<file path="src/rtl/pipe_pkt_sequencer.sv">
// pipe_pkt_sequencer: per-packet run controller for the pipeline CPU and its packet FIFO.
// Ports:
//   i_clk, i_reset          clock, asynchronous active-high reset
//   i_run_en, i_sw_load     software run enable, instruction-load mode (aborts activity)
//   i_fifo_full             FIFO holds a complete packet
//   i_data_processed        CPU completion strobe
//   i_drain_done            FIFO output side has emptied the packet
//   o_cpu_run, o_cpu_flush  instruction counter enable, pipeline flush
//   o_fifo_connect          route FIFO to the output port
//   o_timeout_err           sticky watchdog-abort flag
//   o_state                 FSM state for the status register
//   o_pkt_count, o_timeout_count, o_last_cycles  statistics
module pipe_pkt_sequencer #(
    parameter int TIMEOUT_WIDTH  = 16,
    parameter int TIMEOUT_CYCLES = 4096,
    parameter int FLUSH_CYCLES   = 3,
    parameter int CNT_WIDTH      = 32
) (
    input  logic                 i_clk,
    input  logic                 i_reset,
    input  logic                 i_run_en,
    input  logic                 i_sw_load,
    input  logic                 i_fifo_full,
    input  logic                 i_data_processed,
    input  logic                 i_drain_done,
    output logic                 o_cpu_run,
    output logic                 o_cpu_flush,
    output logic                 o_fifo_connect,
    output logic                 o_timeout_err,
    output logic [2:0]           o_state,
    output logic [CNT_WIDTH-1:0] o_pkt_count,
    output logic [15:0]          o_timeout_count,
    output logic [CNT_WIDTH-1:0] o_last_cycles
);
    typedef enum logic [2:0] {IDLE = 3'd0, WAIT_PKT = 3'd1, FLUSH = 3'd2, RUN = 3'd3, DRAIN = 3'd4} state_t;
    localparam logic [3:0]               FLUSH_LAST  = 4'(FLUSH_CYCLES - 1);
    localparam logic [TIMEOUT_WIDTH-1:0] TIMEOUT_VAL = TIMEOUT_WIDTH'(TIMEOUT_CYCLES);
    state_t                   r_state;
    state_t                   w_next;
    logic [3:0]               r_flush_cnt;
    logic [TIMEOUT_WIDTH-1:0] r_cyc;
    logic                     w_done;
    logic                     w_timeout;
    logic                     w_drained;
    assign o_state = r_state;
    always_comb begin
        // sw_load outranks every per-state event, so statistics are gated by it too
        w_done    = !i_sw_load && r_state == RUN && i_data_processed;
        w_timeout = !i_sw_load && r_state == RUN && !i_data_processed && r_cyc == TIMEOUT_VAL;
        w_drained = !i_sw_load && r_state == DRAIN && i_drain_done;
        w_next    = r_state;
        if (i_sw_load)
            w_next = IDLE;
        else
            case (r_state)
                IDLE:     w_next = i_run_en ? WAIT_PKT : IDLE;
                WAIT_PKT: w_next = !i_run_en ? IDLE : (i_fifo_full ? FLUSH : WAIT_PKT);
                FLUSH:    w_next = r_flush_cnt == FLUSH_LAST ? RUN : FLUSH;
                RUN:      w_next = (w_done || w_timeout) ? DRAIN : RUN;
                DRAIN:    w_next = w_drained ? (i_run_en ? WAIT_PKT : IDLE) : DRAIN;
                default:  w_next = IDLE;
            endcase
    end
    always_ff @(posedge i_clk or posedge i_reset) begin
        if (i_reset) begin
            r_state         <= IDLE;
            r_flush_cnt     <= '0;
            r_cyc           <= '0;
            o_cpu_run       <= 1'b0;
            o_cpu_flush     <= 1'b0;
            o_fifo_connect  <= 1'b0;
            o_timeout_err   <= 1'b0;
            o_pkt_count     <= '0;
            o_timeout_count <= '0;
            o_last_cycles   <= '0;
        end else begin
            r_state        <= w_next;
            // controls are decoded from the next state so they line up with o_state
            o_cpu_run      <= w_next == RUN;
            o_cpu_flush    <= w_next == FLUSH;
            o_fifo_connect <= w_next == DRAIN;
            r_flush_cnt    <= (r_state == FLUSH && w_next == FLUSH) ? r_flush_cnt + 4'd1 : 4'd0;
            // cycle count reads 1 during the first RUN cycle
            r_cyc          <= w_next != RUN ? '0 : (r_state == RUN ? r_cyc + TIMEOUT_WIDTH'(1) : TIMEOUT_WIDTH'(1));
            if (w_done)
                o_last_cycles <= CNT_WIDTH'(r_cyc);
            if (w_timeout) begin
                o_last_cycles <= CNT_WIDTH'(TIMEOUT_CYCLES);
                o_timeout_err <= 1'b1;
                if (o_timeout_count != 16'hFFFF)
                    o_timeout_count <= o_timeout_count + 16'd1;
            end
            if (r_state == IDLE && w_next == WAIT_PKT)
                o_timeout_err <= 1'b0;
            if (w_drained)
                o_pkt_count <= o_pkt_count + CNT_WIDTH'(1);
        end
    end
endmodule
</file>
<file path="config.mk">
export PLATFORM = sky130hd
export DESIGN_NAME = pipe_pkt_sequencer
export DESIGN_NICKNAME = d
export VERILOG_FILES = /design/src/rtl/pipe_pkt_sequencer.sv
export SDC_FILE = /design/constraint.sdc
export NUM_CORES = 1
export LEC_CHECK = 0
export BUFFER_PORTS_ARGS = -buffer_cell sky130_fd_sc_hd__buf_2
export CAP_MARGIN = 10
export CORE_MARGIN = 2
export CORE_UTILIZATION = 49
export CTS_CLUSTER_DIAMETER = 80
export DETAILED_ROUTE_END_ITERATION = 8
export MAX_ROUTING_LAYER = met4
export PLACE_DENSITY_LB_ADDON = 0.1
export SLEW_MARGIN = 15
export SYNTH_ARGS = -nofsm -noshare
export SYNTH_HDL_FRONTEND = slang
export SYNTH_SLANG_ARGS = --single-unit
</file>
<file path="constraint.sdc">
create_clock -name i_clk -period 3.08 [get_ports i_clk]
set_clock_uncertainty 0.1 [all_clocks]
set_input_delay 0.616 -clock i_clk [delete_from_list [all_inputs] [get_ports i_clk]]
set_output_delay 0.616 -clock i_clk [all_outputs]
set_load 0.03 [all_outputs]
</file>
* Word level (Yosys, flattened, before mapping) *
Cells that the tools add are included.

storage, ports and cells
  logic and storage cells = 56
  input bits = 7
  register bits = 107
  output and inout port bits = 87

cells by class
  reductions and logical operators = 15
  eq/ne operators = 12
  add/sub/neg operators = 4
  muxes and demuxes = 15

operators by type and width
  kind                                                                     count
  32-bit 2-to-1 mux                                                        2
  16-bit by 1-bit adder with 16-bit output, second input constant          2
  32-bit by 1-bit adder with 32-bit output, second input constant          1
  16-bit 2-to-1 mux                                                        2
  16-bit by 13-bit == test with 1-bit output, second input constant        1
  16-bit inequality test, second input constant                            1
  3-bit case mux with 5 select lines                                       1
  3-bit by 2-bit == test with 1-bit output, second input constant          4
  3-bit 2-to-1 mux                                                         3
  1-bit logical AND                                                        8
  3-bit by 1-bit == test with 1-bit output, second input constant          2
  3-bit == test, second input constant                                     2
  4-bit by 1-bit adder with 4-bit output, second input constant            1
  4-bit by 2-bit == test with 1-bit output, second input constant          1
  1-bit 2-to-1 mux                                                         4
  2-bit 2-to-1 mux                                                         2
  4-bit 2-to-1 mux                                                         1
  2-bit nonzero test                                                       2
  3-bit logical NOT                                                        1
  3-bit by 2-bit inequality test with 1-bit output, second input constant  1
  1-bit logical NOT                                                        2
  2-bit AND reduction                                                      1
  1-bit logical OR                                                         1

* Logic depth before layout (Yosys ltp) *
Gate-level depths: netlist of the first run.

  depth in word-level cells = 11
  depth in mapped cells = 8
  gate-level depth less buffers = 6

* Worst setup path after synthesis of the first run *
No wires, ideal clock.

  path kind = reg2reg
  start = register o_timeout_count[0]
  end = register o_timeout_count[1]
  setup time = 125 ps
  arrival = 2,086 ps
  period minus slack after synthesis = 2,311 ps
  stages on the path, launching flop included = 7
  required time = 2,855 ps
  path slack = 769 ps
  path buffers = 1
  cells stage by stage = dfrtp_1 > ha_1 > inv_1 > or3_1 > clkbuf_1 > o211ai_1 > mux2_2

on the way
  longest elaborated chain between the ends = 2
  elaborated cells between the ends (all ways) = 3
  classes of those cells = add/sub: 1; eq/ne: 1; reduce/logical: 1

RTL lines
  what                                                                              line  RTL
  from (decl)                                                                       32    output logic [15:0] o_timeout_count,
  from (signal assigned)                                                            91    o_timeout_count <= o_timeout_count + 16'd1;
  branches (longest 2 deep; another with 16-bit by 1-bit adder with 16-bit output)  --

Several ways; the timed one is not identified.
A chain may end at the register's enable or synchronous reset.

* Final worst setup path of the first run *
  start = register r_cyc[13]
  end = register o_timeout_count[1]

on the way
  longest elaborated chain between the ends = 3

RTL lines
  what                                        line  RTL
  from (decl)                                 41    logic [TIMEOUT_WIDTH-1:0] r_cyc;
  from (signal assigned)                      84    r_cyc <= w_next != RUN ? '0 : (r_state == RUN ? r_cyc + TIMEOUT_WIDTH'(1) : TIMEOUT_WIDTH'(1));
  16-bit by 13-bit == test with 1-bit output  49    w_timeout = !i_sw_load && r_state == RUN && !i_data_processed && r_cyc == TIMEOUT_VAL;
  1-bit logical AND                           49
  2-bit AND reduction (no source line)        --

Every way passes these cells.

==> summary.md, run 1 <==
| Metric | Value |
|---|---|
| YS warnings | 0 |
| Hold buffers post-CTS | 0 |
| Ys flop type | dfrtp_1 |
| Layout net count | 504 |
| Seq/Total Area, Yosys | 51.5% |
| CTS resizes | 0 |
| Int Power | 0.00165 W |
| Mean Syn Cell Area | 10.6 um2 |
| FF-to-FF path depth | 4 |
| Hpwl dp | 6250 um |
| Worst hold path class | primary input to asynchronous set/reset pin |
| Initial DRT Pass Iterations | 4 |
| Sequential power share | 55.8% |
| Final period util | 76.4% |
| Die height | 99.0 um |
| Post-synthesis compound-gate area fraction | 7.86% |
| Proportion of layout cells with a drive suffix above 1 | 22.2% |
| Htree depth | 3 |
| Reg-to-Reg End | o_timeout_count[1]$_DFFE_PP0P_ |
| Die Footprint | 9810 um2 |
| Count of state elements after synthesis | 91 |
| Number of synthesized flops with an enable pin | 0 |
| Initial core utilization | 50.7% |
| Max Fanout on Critical Path | 17 |
| TritonCTS clock tree | done |
| CTS clk-pin slew, worst paths | 0.09 ns |
| Count of pins over their slew limit | 0 |
| Reg2reg setup slack | 0.73 ns |
| Post-route ant nets | 0 |
| Initial antenna violation count | 0 |
| PwrDens | 427 nW/um2 |
| Worst-Margin Slew | 0.666 ns |
| Post-Synthesis Cell Area | 4430 um2 |
| Sw Ratio | 23.9% |
| CTS root buf | clkbuf_8 |
| Vias in the first global route | 3072 |
| GP Congestion | 0.841 |
| Pin count of the biggest net entering global routing | 92 |
| Final Hold Vio Count | 0 |
| Port bufs | 77 |
| Ant. Diodes | 0 |
| Setup crit end kind | register |
| DR vias | 3341 |
| Routed len/inst | 15.0 um |
| Sw Pwr | 0.000518 W |
| First-pass GRT wire length | 15200 um |
| Mux share of post-synthesis cell area | 1.98% |
| Crit path launch type | register |
| Global route overflow | 0 |
| CTS buffer count | 9 |
| TritonCTS sink count | 91 |
| RSZ-0062 raised after global routing | no |
| Crit Path Class | register to register |
| Gate power share | 5.0% |
| WP data required | 3.22 ns |
| # rows | 34 |
| Via-to-Cell Ratio | 5.53 |
| Setup-failing EPs final | 0 |
| Final hold slack | 0.254 ns |
| Final TNS setup | 0 ns |
| Synth Area in Simple Gates | 20.7% |
| Setup crit start | r_cyc[13]$_DFF_PP0_ |
| Status | completed |
| Ys async rst share | 100% |
| Clk pwr share | 39.2% |
| Worst setup path end | o_timeout_count[1]$_DFFE_PP0P_ |
| Tot GR Track Use | 19.7% |
| DR iter-0 viols | 171 |
| Synth Area in Adders | 1.70% |
| Core Area | 8720 um2 |
| IR drop worst, VDD | 0.237 mV |
| Synth cell types | 47 |
| Minimum clock period | 2.35 ns |
| FMAX | 0.425 GHz |
| Worst EP arrival | 2.50 ns |
| Largest family of logic cells by synthesized area | simple AND/OR/NAND/NOR gates |
| Static Leak | 2.43 nW |
| XOR/XNOR Fraction of Synth Area | 10.7% |
| Most frequent cells in the layout | 91 x dfrtp_1, 77 x buf_2, 45 x xnor2_1 |
| Gate Count Post-Synth | 416 |
| Post-CTS setup repair buffer count | 0 |
| Commonest non-fill, non-tap cell in the layout | dfrtp_1 |
| Fillers | 770 |
| Final core utilization | 58.2% |
| Final WL | 9030 um |
| DRC violation count after routing | 0 |
| Relative slew slack | 55.6% |
| Clk_lat worst skew | 0.35 ns |
| Worst R2R Start | r_cyc[13]$_DFF_PP0_ |
| Boundary Pins | 94 |
| Clock buffer depth | 2 |
| Die X-Extent | 99.0 um |
| Max_cap viols | 0 |
| Syn-to-layout area delta | 14.6% |
-- synthesized netlist by cell type, types with 2 or more instances --
| master | n | share of area, % |
|---|---|---|
| a21o_1 | 2 | 0.34 |
| a21oi_1 | 10 | 1.1 |
| a22o_1 | 14 | 2.8 |
| and2_1 | 4 | 0.57 |
| and3_1 | 12 | 1.7 |
| and4_1 | 2 | 0.40 |
| buf_2 | 5 | 0.57 |
| buf_4 | 16 | 2.7 |
| clkbuf_1 | 11 | 0.93 |
| dfrtp_1 | 91 | 51 |
| ha_1 | 6 | 1.7 |
| inv_1 | 13 | 1.1 |
| mux2_2 | 6 | 1.5 |
| mux2i_1 | 2 | 0.45 |
| nand2_1 | 24 | 2.0 |
| nand2b_1 | 5 | 0.71 |
| nand3_1 | 29 | 3.3 |
| nand4_1 | 27 | 3.8 |
| nor2_1 | 23 | 2.0 |
| nor3_1 | 13 | 1.5 |
| nor4_1 | 4 | 0.57 |
| nor4_4 | 2 | 0.96 |
| nor4b_1 | 3 | 0.59 |
| o2111ai_1 | 8 | 1.6 |
| o211ai_1 | 2 | 0.34 |
| o21ai_0 | 5 | 0.57 |
| or3_1 | 4 | 0.57 |
| or4_1 | 2 | 0.34 |
| xnor2_1 | 45 | 8.9 |
| xor2_1 | 9 | 1.8 |
-- through the flow --
| step | worst slack [ns] | std cells | total power (W) | cell area, um2 |
|---|---|---|---|---|
| 6_report | 0.726 | 604 | 0.00217 | 5070 |
| 5_1_grt | 0.494 | 604 | 0.00226 | 5070 |
| 4_1_cts | 0.695 | 604 | 0.00220 | 5070 |
| 3_5_place_dp | 0.582 | 588 | 0.00134 | 4860 |
| 3_3_place_gp | 0.630 | 588 | 0.00134 | 4860 |
| 2_1_floorplan | 0.000390 | 431 | 0.00133 | 4480 |
-- power groups by stage --
stage	Sequential [W]	Combinational, W	Clock [W]
floorplan	0.00124	0.0000848	0
global placement	0.00123	0.000109	0
detailed placement	0.00123	0.000110	0
CTS	0.00121	0.000110	0.000877
global route	0.00121	0.000120	0.000930
finish	0.00121	0.000108	0.000848
-- worst max-delay path, stage by stage (launching register included) --
cell,delay (ns)
dfrtp_1,0.46
nor4b_1,0.53
and2_1,0.58
o211ai_1,0.24
mux2_2,0.32
-- routing by layer --
layer / wire (um) / share of wire, % / global-route usage (%)
met1: 4370 / 48 / 29.2
met2: 4120 / 46 / 27.7
met3: 478 / 5.3 / 4.18
met4: 59 / 0.65 / 4.85
met5: 0 / 0 / -
-- sequential cells by signal (all words and copies together) (netlist names) --
| signal | cells |
|---|---|
| o_last_cycles | 16 |
| o_pkt_count | 32 |
| o_timeout_err | 1 |
| o_cpu_run | 1 |
| o_cpu_flush | 1 |
| o_state | 3 |
| o_timeout_count | 16 |
| r_cyc | 16 |
| r_flush_cnt | 4 |
| o_fifo_connect | 1 |
-- final cells by class --
| type | instances | area, um2 | share of cell area [%] |
|---|---|---|---|
| Timing Repair Buffer | 82 | 435 | 8.58 |
| Inverter | 13 | 50.0 | 0.986 |
| Clock inverter | 5 | 60.1 | 1.18 |
| Clock buffer | 11 | 151 | 2.98 |
| Tap cell | 108 | 135 | 2.66 |
| Sequential cell | 91 | 2280 | 44.9 |
| Multi-Input combinational cell | 294 | 1960 | 38.7 |
-- how the worst min path moves through the flow --
| stage | to | slack, ns | from |
|---|---|---|---|
| floorplan | r_flush_cnt[0]$_DFF_PP0_ | 0.35 | r_flush_cnt[0]$_DFF_PP0_ |
| global placement | o_pkt_count[31]$_DFFE_PP0P_ | 0.36 | o_pkt_count[31]$_DFFE_PP0P_ |
| detailed placement | o_pkt_count[31]$_DFFE_PP0P_ | 0.36 | o_pkt_count[31]$_DFFE_PP0P_ |
| CTS | o_pkt_count[14]$_DFFE_PP0P_ | 0.28 | i_reset |
| global route | o_pkt_count[14]$_DFFE_PP0P_ | 0.30 | i_reset |
| finish | o_pkt_count[11]$_DFFE_PP0P_ | 0.25 | i_reset |
-- cells by family after synthesis --
kind of cell,count (synthesis)
DFF,91
xor gates and xnor gates,54
muxes,8
buffers and inverters,46
AOI/OAI and AO/OA,47
adders and majority gates,6
other,1
and+or+nand+nor,163
(Power assumes the default switching activity.)
==> run 2, diff against run 1 <==
==> constraint.sdc (replaced) <==
create_clock -name i_clk -period 2.15 [get_ports i_clk]
set_clock_uncertainty 0.1 [all_clocks]
set_input_delay 0.43 -clock i_clk [delete_from_list [all_inputs] [get_ports i_clk]]
set_output_delay 0.43 -clock i_clk [all_outputs]
set_load 0.03 [all_outputs]
==> run 2 against run 1 <==
  * Critical path depth rose by 1
  * Cell area increased by 7.0%
  * Wire length increased by 7.8%
==> summary.md, run 2 (synthesis gave the netlist of run 1 again) <==
| Metric | Value |
|---|---|
| Status | completed |
| Setup-failing EPs final | 0 (unchanged) |
| DR vias | 3477 (+4.1%) |
| Via-to-Cell Ratio | 5.47 (-1.2%) |
| Global route overflow | 0 (unchanged) |
| Port bufs | 77 (unchanged) |
| Crit-path cells | or4b_1 -> nor4_4 -> buf_4 -> nand4_1 -> xnor2_1 |
| DR iter-0 viols | 145 (-15%) |
| PwrDens | 614 nW/um2 (+44%) |
| # rows | 34 (unchanged) |
| Minimum clock period | 2.00 ns (-0.353 ns) |
| Max stage delay on crit path | 0.70 ns (+0.12 ns) |
| First-pass GRT wire length | 16200 um (+6.8%) |
| WP data required | 2.31 ns (-0.91 ns) |
| Initial core utilization | 50.7% (unchanged) |
| Final WL | 9740 um (+7.8%) |
| Relative slew slack | 58.5% (+2.9 points) |
| Count of pins over their slew limit | 0 (unchanged) |
| Clock buffer depth | 2 (unchanged) |
| Initial DRT Pass Iterations | 4 (unchanged) |
| TritonCTS clock tree | done |
| Clk_lat worst skew | 0.36 ns (about the same) |
| Biggest register | o_pkt_count |
| Htree depth | 3 (unchanged) |
| Hold buffers post-CTS | 0 (unchanged) |
| Vias in the first global route | 3295 (+7.3%) |
| Post-DP Area | 5160 um2 (+6.2%) |
| Final Hold Vio Count | 0 (unchanged) |
| FF-to-FF path depth | 5 (+1) |
| CTS buffer count | 9 (unchanged) |
| Post-route ant nets | 0 (unchanged) |
| Proportion of layout cells with a drive suffix above 1 | 28.8% (+6.6 points) |
| Worst EP arrival | 2.16 ns (-0.34 ns) |
| Layout net count | 536 (+6.3%) |
| FMAX | 0.500 GHz (+18%) |
| CP Depth | 5 (+1) |
| Max Fanout on Critical Path | 7 (-10) |
| DRC violation count after routing | 0 (unchanged) |
| Largest register FFs | 32 (unchanged) |
| RSZ-0062 raised after global routing | no |
| Initial antenna violation count | 0 (unchanged) |
| Tot GR Track Use | 21.1% (+1.4 points) |
| Static Leak | 2.61 nW (+7.7%) |
| Ant. Diodes | 0 (unchanged) |
| Worst hold path class | primary input to asynchronous set/reset pin |
| CTS clk-pin slew, worst paths | 0.11 ns (+0.02 ns) |
| Die Footprint | 9810 um2 (unchanged) |
| Crit path launch type | register |
| Hpwl dp | 7030 um (+12%) |
| Worst-Margin Slew | 0.622 ns (-0.0442 ns) |
| Final period util | 93.1% (+17 points) |
| Commonest non-fill, non-tap cell in the layout | dfrtp_1 |
| Routed len/inst | 15.3 um (+2.4%) |
| Slowest-stage cell, CP | or4b_1 |
| Fillers | 735 (-4.5%) |
| Worst path top cell family by delay | simple AND/OR/NAND/NOR gates |
| Pin count of the biggest net entering global routing | 33 (-64%) |
| Syn-to-layout area delta | 22.6% |
| Boundary Pins | 94 (unchanged) |
| IR drop worst, VDD | 0.429 mV (+81%) |
| Final TNS setup | 0 ns (unchanged) |
| Max_cap viols | 0 (unchanged) |
| GP Congestion | 0.765 (-8.9%) |
| CTS root buf | clkbuf_8 |
| Pwr Total | 0.00333 W (+54%) |
| CP bufs+invs | 1 (+1) |
| Die height | 99.0 um (unchanged) |
| TritonCTS sink count | 91 (unchanged) |
| Post-route cell area | 5430 um2 (+7.0%) |
| Core Area | 8720 um2 (unchanged) |
| Setup crit end kind | register |
| Post-CTS setup repair buffer count | 0 (unchanged) |
| Die X-Extent | 99.0 um (unchanged) |
| Crit Path Class | register to register |
| Most frequent cells in the layout | 86 x dfrtp_1, 77 x buf_2, 45 x xnor2_1 |
run 2: changes by cell type in the layout (fill, tap and decap cells not counted), moves of 3 or more:
cell,delta
dfrtp_2,+5
buf_12,+3
dfrtp_1,-5
buf_4,+29
run 2: per-layer routing:
metal	routed length [um]	part of all wire [%]	GRT usage, %
met1	4740	49	30.1
met2	4520	46	30.6
met3	372	3.8	3.33
met4	106	1.1	8.11
met5	0	0	-
run 2: stage by stage:
| stage | instances | hold WS [ns] | utilization, % | setup slack (ns) |
|---|---|---|---|---|
| 3_3_place_gp | 620 | 0.357 | 59.2 | 0.0686 |
| 6_report | 636 | 0.0400 | 62.2 | 0.149 |
| 4_1_cts | 636 | 0.0496 | 62.0 | 0.0786 |
| 5_1_grt | 636 | 0.0764 | 62.2 | 0.00305 |
| 3_5_place_dp | 620 | 0.358 | 59.2 | 0.00969 |
| 2_1_floorplan | 431 | 0.354 | - | 0.00558 |
run 2: final timing paths:
check / start / end / slack (ns)
max in group asynchronous: i_reset / o_state[1]$_DFF_PP0_ / 1.32
worst max-delay path: o_state[1]$_DFF_PP0_ / o_pkt_count[22]$_DFFE_PP0P_ / 0.15
worst min register to register: o_pkt_count[31]$_DFFE_PP0P_ / o_pkt_count[31]$_DFFE_PP0P_ / 0.38
worst min-delay path: i_reset / o_timeout_count[14]$_DFFE_PP0P_ / 0.04
worst max register to register: o_state[1]$_DFF_PP0_ / o_pkt_count[22]$_DFFE_PP0P_ / 0.15
min in group i_clk: i_drain_done / o_state[2]$_DFF_PP0_ / 0.30
run 2: layout make-up:
cell class / instances / area [um2] / area share [%]
flip-flops and latches: 91 / 2280 / 42.1
multi-input cells: 294 / 2000 / 36.8
repair buffers: 114 / 713 / 13.1
well taps: 108 / 135 / 2.49
clock buffers: 9 / 124 / 2.28
clock inverters: 7 / 121 / 2.24
inverters: 13 / 52.6 / 0.968
run 2: report_power, final:
part	switching (W)	internal, W	total [W]	leakage, nW
combinational	0.000130	0.0000478	0.000178	1.23
clock	0.000641	0.000781	0.00142	0.124
sequential	0.00000893	0.00172	0.00173	1.26
total	0.000781	0.00255	0.00333	2.61
run 2: repair_timing:
item / CTS / global route
gates resized for setup: 0 / 4
endpoints found under the hold margin: 0 / 0
setup endpoints to repair: 0 / 15
